[src/rtl/alu_ctrl_mc.sv]
// -----------------------------------------------------------------------------
// alu_ctrl_mc
// Registered ALU control decoder with MUL/DIV busy sequencing.
// Decodes alu_op_in and the funct field of instr_in into a 4-bit ALU control
// code, issues it one cycle after acceptance, and holds the block busy for
// MUL_LAT / DIV_LAT cycles when a multi-cycle operation is issued.
//
// State table:
//   IDLE | accepting requests, ready_out=1
//   BUSY | MUL/DIV in progress, cnt_q counts down to the last busy cycle
//
// Ports:
//   clk            in   clock, rising edge
//   rst            in   synchronous active-high reset
//   instr_in       in   instruction word (only [FUNCT_W-1:0] used)
//   alu_op_in      in   ALU op class from main control
//   valid_in       in   decode request, taken only while ready_out=1
//   ready_out      out  block can accept a request (state is IDLE)
//   alu_ctrl_out   out  registered ALU control code
//   ctrl_valid_out out  one-cycle pulse when a new code is issued
//   busy_out       out  multi-cycle operation in progress
//   done_out       out  one-cycle pulse on the last busy cycle
//   illegal_out    out  one-cycle pulse with ctrl_valid_out on unknown funct
// -----------------------------------------------------------------------------
module alu_ctrl_mc #(
    parameter int INSTR_W = 32,
    parameter int FUNCT_W = 6,
    parameter int MUL_LAT = 4,
    parameter int DIV_LAT = 32
) (
    input  logic               clk,
    input  logic               rst,
    input  logic [INSTR_W-1:0] instr_in,
    input  logic [1:0]         alu_op_in,
    input  logic               valid_in,
    output logic               ready_out,
    output logic [3:0]         alu_ctrl_out,
    output logic               ctrl_valid_out,
    output logic               busy_out,
    output logic               done_out,
    output logic               illegal_out
);

    localparam int MAX_LAT = (MUL_LAT > DIV_LAT) ? MUL_LAT : DIV_LAT;
    localparam int CNT_W   = $clog2(MAX_LAT);

    localparam logic [3:0] C_ADD  = 4'b0000;
    localparam logic [3:0] C_SUB  = 4'b0001;
    localparam logic [3:0] C_MUL  = 4'b0010;
    localparam logic [3:0] C_DIV  = 4'b0011;
    localparam logic [3:0] C_AND  = 4'b0100;
    localparam logic [3:0] C_OR   = 4'b0101;
    localparam logic [3:0] C_NOR  = 4'b0110;
    localparam logic [3:0] C_NOP  = 4'b0111;
    localparam logic [3:0] C_SRL  = 4'b1000;
    localparam logic [3:0] C_SLT  = 4'b1001;
    localparam logic [3:0] C_XOR  = 4'b1010;
    localparam logic [3:0] C_SLTI = 4'b1011;

    localparam logic [CNT_W-1:0] MUL_LOAD = CNT_W'(MUL_LAT - 1);
    localparam logic [CNT_W-1:0] DIV_LOAD = CNT_W'(DIV_LAT - 1);

    typedef enum logic {
        IDLE = 1'b0,
        BUSY = 1'b1
    } state_t;

    state_t             state_q, state_d;
    logic [CNT_W-1:0]   cnt_q, cnt_d;
    logic [3:0]         ctrl_q, ctrl_d;
    logic               cv_q, cv_d;
    logic               done_q, done_d;
    logic               ill_q, ill_d;

    logic [FUNCT_W-1:0] funct;
    logic [3:0]         dec_code;
    logic               dec_illegal;

    assign funct = instr_in[FUNCT_W-1:0];

    // Upper instruction bits are intentionally ignored.
    logic unused_instr_hi;
    assign unused_instr_hi = ^instr_in[INSTR_W-1:FUNCT_W];

    // Combinational decode of the incoming request.
    always_comb begin
        dec_code    = C_ADD;
        dec_illegal = 1'b0;
        unique case (alu_op_in)
            2'b00: dec_code = C_ADD;
            2'b01: dec_code = C_SUB;
            2'b11: dec_code = C_NOP;
            2'b10: begin
                case (funct)
                    FUNCT_W'(6'b100000): dec_code = C_ADD;
                    FUNCT_W'(6'b100010): dec_code = C_SUB;
                    FUNCT_W'(6'b000010): dec_code = C_MUL;
                    FUNCT_W'(6'b011010): dec_code = C_DIV;
                    FUNCT_W'(6'b100100): dec_code = C_AND;
                    FUNCT_W'(6'b100101): dec_code = C_OR;
                    FUNCT_W'(6'b100111): dec_code = C_NOR;
                    FUNCT_W'(6'b000000): dec_code = C_NOP;
                    FUNCT_W'(6'b000011): dec_code = C_SRL;
                    FUNCT_W'(6'b101010): dec_code = C_SLT;
                    FUNCT_W'(6'b100110): dec_code = C_XOR;
                    FUNCT_W'(6'b001010): dec_code = C_SLTI;
                    FUNCT_W'(6'b001101): dec_code = C_OR;
                    FUNCT_W'(6'b001000): dec_code = C_ADD;
                    FUNCT_W'(6'b001100): dec_code = C_AND;
                    default: begin
                        dec_code    = C_ADD;
                        dec_illegal = 1'b1;
                    end
                endcase
            end
            default: dec_code = C_ADD;
        endcase
    end

    // Next-state and registered-output logic.
    always_comb begin
        state_d = state_q;
        cnt_d   = cnt_q;
        ctrl_d  = ctrl_q;
        cv_d    = 1'b0;
        done_d  = 1'b0;
        ill_d   = 1'b0;
        unique case (state_q)
            IDLE: begin
                if (valid_in) begin
                    ctrl_d = dec_code;
                    cv_d   = 1'b1;
                    ill_d  = dec_illegal;
                    if (dec_code == C_MUL) begin
                        state_d = BUSY;
                        cnt_d   = MUL_LOAD;
                    end else if (dec_code == C_DIV) begin
                        state_d = BUSY;
                        cnt_d   = DIV_LOAD;
                    end
                end
            end
            BUSY: begin
                if (cnt_q != '0) begin
                    cnt_d = cnt_q - 1'b1;
                end
                // done is registered, so raise it one edge early: it is then
                // visible in the cycle where cnt_q reaches zero.
                if (cnt_q == CNT_W'(1)) begin
                    done_d = 1'b1;
                end
                if (cnt_q == '0) begin
                    state_d = IDLE;
                end
            end
            default: state_d = IDLE;
        endcase
    end

    always_ff @(posedge clk) begin
        if (rst) begin
            state_q <= IDLE;
            cnt_q   <= '0;
            ctrl_q  <= 4'b0000;
            cv_q    <= 1'b0;
            done_q  <= 1'b0;
            ill_q   <= 1'b0;
        end else begin
            state_q <= state_d;
            cnt_q   <= cnt_d;
            ctrl_q  <= ctrl_d;
            cv_q    <= cv_d;
            done_q  <= done_d;
            ill_q   <= ill_d;
        end
    end

    assign alu_ctrl_out   = ctrl_q;
    assign ctrl_valid_out = cv_q;
    assign done_out       = done_q;
    assign illegal_out    = ill_q;
    assign busy_out       = (state_q == BUSY);
    assign ready_out      = (state_q == IDLE);

endmodule
[config.mk]
export PLATFORM = sky130hd
export DESIGN_NAME = alu_ctrl_mc
export DESIGN_NICKNAME = d
export VERILOG_FILES = /design/src/rtl/alu_ctrl_mc.sv
export SDC_FILE = /design/constraint.sdc
export NUM_CORES = 1
export LEC_CHECK = 0
export CORE_MARGIN = 4
export CORE_UTILIZATION = 39
export CTS_CLUSTER_DIAMETER = 30
export DETAILED_ROUTE_END_ITERATION = 10
export PLACE_DENSITY = 0.78
export SLEW_MARGIN = 10
export SYNTH_ARGS = -nofsm -noshare
export SYNTH_HDL_FRONTEND = slang
export SYNTH_SLANG_ARGS = --single-unit
[constraint.sdc]
create_clock -name clk -period 1.86 [get_ports clk]
set_clock_uncertainty 0.15 [all_clocks]
set_input_delay 0.372 -clock clk [delete_from_list [all_inputs] [get_ports clk]]
set_output_delay 0.372 -clock clk [all_outputs]
set_load 0.05 [all_outputs]
# After elaboration in Yosys (flattened, before gate mapping)
# Cells that the tools add are included.
# totals
wordCells	60
in_bits	37
register_bits	13
# op_classes
bitwise_logic	3
n_eq_ne	23
n_addsub	1
n_mux	15
n_reduce_logical	12
# op_table
operator	count
4-bit one-hot mux with 11 select lines	1
6-bit equality test, second input constant	7
6-bit by 4-bit equality test with 1-bit output, second input constant	4
5-bit two-way mux	4
4-bit one-hot mux with 4 select lines	1
15-bit OR reduction	1
6-bit by 2-bit equality test with 1-bit output, second input constant	2
5-bit one-hot mux with 2 select lines	1
4-bit by 2-bit equality test with 1-bit output, second input constant	2
2-bit OR reduction	4
1-bit two-way mux	7
6-bit by 5-bit equality test with 1-bit output, second input constant	1
6-bit logical NOT	1
5-bit by 1-bit equality test with 1-bit output, second input constant	1
5-bit logical NOT	1
5-bit nonzero test	1
5-bit by 1-bit subtractor with 5-bit output, second input constant	1
2-bit equality test, second input constant	2
4-bit OR reduction	1
3-bit by 1-bit inequality test with 1-bit output, second input constant	1
1-bit NOT	3
3-bit AND reduction	1
2-bit by 1-bit equality test with 1-bit output, second input constant	1
2-bit logical NOT	1
other kinds (4)	4

# Logic depth before layout (Yosys ltp)
# logic_depth
depth_word	9
mapped_depth	6
depth_no_buf	6

# Worst setup path before layout
# No wires, ideal clock.
# synth_timing
kind	register to register
startpoint	register state_q, in the netlist busy_out
endpoint	register cnt_q[2]
setup_time_ns	0.115
setup_slack_ns	0.072
n_path_buf	0
period_less_slack_ns	1.788
arrival_time_ns	1.522
stages_incl_launch_ff	6
path_cell_list	dfxtp_1 and4bb_1 nand3b_2 nor3_4 a311o_1 and3_1
# synth_between
elab_chain_cells	3
word_cells_on_any_way	6
cone_classes	eq/ne (3); mux (1); bitwise (1); reduce/logical (1)
# synth_lines
element	line_no	text
start: declaration	68	state_t state_q, state_d;
start signal: assignment	169	state_q <= state_d;
1-bit NOT (no line)	n/a	
3-bit by 1-bit inequality test with 1-bit output (no line) or 2-bit inequality test (tied branches)	n/a	
3-bit AND reduction (no line)	n/a	
end signal: assignment	170	cnt_q <= cnt_d;
end: declaration	69	logic [CNT_W-1:0] cnt_q, cnt_d;
# Parallel ways exist; a longest one is shown, timed or not.
# A chain may end at the register's enable or synchronous reset.

# Final worst setup path
# layout_timing
startpoint	input instr_in[1]
endpoint	register cnt_q[2]
# layout_between
elab_chain_cells	8
word_cells_on_any_way	24
cone_classes	eq/ne (15); mux (5); reduce/logical (4)
# layout_lines
element	line_no	text
start: declaration	33	input logic [INSTR_W-1:0] instr_in,
6-bit by 4-bit equality test with 1-bit output or 6-bit equality test (tied branches)	94	case (funct)
2-bit OR reduction (no line)	n/a	
4-bit one-hot mux with 11 select lines *	94	
4-bit one-hot mux with 4 select lines *	89	unique case (alu_op_in)
4-bit by 2-bit equality test with 1-bit output	134	if (dec_code == C_MUL) begin
5-bit two-way mux	134	
5-bit two-way mux	130	if (valid_in) begin
5-bit one-hot mux with 2 select lines	128	unique case (state_q)
# Mark *: on every way between the ends. The rest lies on a longest branch, timed or not. The select of a mux whose other input is x is not followed.

==> impl_metrics.ini <==
[clocking]
clock_sinks = 13
cts_max_path_buffers = 2
cts_root_buf = clkbuf_4
ctsHtreeMaxLevel = 1
cts_tree = built
path_clk_slew_ps = 90
clk_latency_ps = 280
numCtsBuffers = 3

[logic_synthesis]
synth_most_common_cell = dfxtp_1
async_flop_share = 0
synth.largest_area_cell = dfxtp_1
synth-seq-cells = 13
synth_cells = 109
synth_top_area_frac = 0.283
syn-num-nets = 149
yosysWarnings = 0
avgSynthCellArea_sq_um = 8.45
synth.area.top_cells = dfxtp_1 28%, ha_1 4.1%, nand2_1 3.7%
synthAdderAreaFrac = 0.0408
synthFlopType = dfxtp_1
yosysUniqueCellTypes = 51
synth_mux_area_frac = 0.0340
synth_compound_area_frac = 0.228
synth_top_family_by_area = simple AND/OR/NAND/NOR gates
synth_edf_count = 0
yosys-top-cells-count = 13 x dfxtp_1, 9 x nand2_1, 8 x nor2_1
seq_area_frac_synth = 0.283
synth_area_sq_um = 921
synthSimpleGateAreaFrac = 0.337
synth_xor_area_frac = 0.00951

[drt]
wl_mm = 2.33
drtIter0Drc = 20
num_vias = 950
firstDrtPassIters = 4
drc = 0
avgRoutedWirePerCell_um = 13.5
routed_via_density = 5.52
detail-route-antenna-nets = 0

[global_routing]
overflow = 0
grt_first_pass_wirelength_mm = 4.06
grt_pass1_vias = 948
antenna_found_initial = 0
gr-usage-all-layers = 0.158
grt_max_degree = 12

[sta]
period_share = 0.989
finalSetupTns_ps = 0
hold_viol = 0
slew_violations = 0
worst_pin_slew_ps = 285
maxSlewHeadroom = 0.807
min_period_ps = 1840
rsz0062_at_grt = false
max_freq_mhz = 543
setup_violations = 0

[placement]
io_buffers = 19
place_area_sq_um = 1230
dp_hpwl_mm = 1.82
finalWeightedCongestion = 0.856

[die]
core_area_sq_um = 2230
row_count = 17
die_width_um = 56.6
die_height_um = 56.6
start_util = 0.412
die-area_sq_um = 3200
pin_count = 46

[cells_and_area]
nNetsFinal = 185
layout-drive-gt1-share = 0.326
fin_area_sq_um = 1280
antenna_cells = 0
syn2layout_area_growth_pct = 39.5

[setup_path]
path_max_fanout = 7
cp.arrival_ps = 1870
required_ps = 1890
endpoint_kind = register
worstSetupPathType = input port to register
start_kind = input port

[worst_hold_path]
min-delay-path-class = register to register

[power]
p_leak_uw = 0.000564
power.density_nw_per_um2 = 501
peakVddDrop_v = 0.000518

[job]
cap_violations = 0

[run_status]
status = finished, final reports clean
## metal layers
metal	share of wire	up-vias	track usage
met5	0	-	0
met4	0.0047	0	0.0373
met3	0.069	2	0.0644
met2	0.53	34	0.289
met1	0.40	438	0.165
li1	-	476	-
## per-stage QoR
| stage | instances | total power (uW) | hold slack, ps | setup slack [ps] | util |
|---|---|---|---|---|---|
| floorplan | 109 | 392 | 345 | 72.3 | - |
| global placement | 166 | 459 | 297 | -340 | 0.550 |
| detailed placement | 166 | 463 | 318 | -372 | 0.550 |
| CTS | 172 | 650 | 331 | 2.61 | 0.574 |
| global route | 172 | 684 | 356 | 3.18 | 0.575 |
| finish | 172 | 644 | 333 | 19.9 | 0.575 |
## flip-flops by register name, indices dropped and copies added, names as in the netlist
name            count
done_out            1
ctrl_valid_out      1
busy_out            1
illegal_out         1
cnt_q               5
alu_ctrl_out        4
## cells by family after synthesis
group | after synthesis
mux | 3
xor+xnor | 1
buf+inv | 13
compound gates | 26
fa+ha+maj | 3
simple gates | 50
flops | 13
## final timing paths
check                                                    end  slack, ps  cells after the start                    startpoint
worst max register to register         cnt_q[2]$_SDFFE_PP0P_        240                      6           busy_out$_SDFF_PP0_
worst min register to register  alu_ctrl_out[1]$_SDFFE_PP0P_        330                      2  alu_ctrl_out[1]$_SDFFE_PP0P_
worst max-delay path                   cnt_q[2]$_SDFFE_PP0P_         20                      7                   instr_in[1]
worst min-delay path            alu_ctrl_out[1]$_SDFFE_PP0P_        330                      2  alu_ctrl_out[1]$_SDFFE_PP0P_
## cell usage in the layout, fill, tap and decap left out, drive strengths merged, types with 2 or more instances in the layout
| cell | n |
|---|---|
| and2b | 2 |
| mux2i | 2 |
| dlygate4sd2 | 4 |
| a211oi | 2 |
| a21oi | 5 |
| nor3b | 2 |
| nor2 | 9 |
| clkbuf | 3 |
| buf | 29 |
| dfxtp | 13 |
| o21ai | 2 |
| nor3 | 8 |
| nand2 | 10 |
| nand3 | 4 |
| ha | 3 |
| nor4b | 3 |
| inv | 5 |
| clkdlybuf4s50 | 5 |
| and3 | 2 |
| o32a | 2 |
| nand2b | 4 |
## worst max-delay path, cell delays in order
cell             delay [ps]
clkdlybuf4s50_1         530
nand2b_4                 80
nor3_4                  190
nor3_4                   60
buf_4                   160
a311o_1                 310
and3_1                  160
## power breakdown
| part | switching, uW | internal, uW |
|---|---|---|
| clock | 106 | 79.9 |
| combinational | 90.7 | 79.7 |
| sequential | 3.23 | 284 |
## layout make-up
cell class,count,area [sq um]
timing repair buffer,39,328
inverter,5,18.8
clock inverter,1,5.00
tap,28,35.0
sequential,13,260
multi-input combinational,83,616
fill,207,948
clock buffer,3,22.5
## what timing repair did
item / CTS / global route
setup buffers: 2 / 0
hold buffers: 0 / 0
pin swaps: 3 / 1
setup endpoints to repair: 6 / 3
gates resized for setup: 7 / 2
No activity file was read; power rests on OpenSTA's default activity.
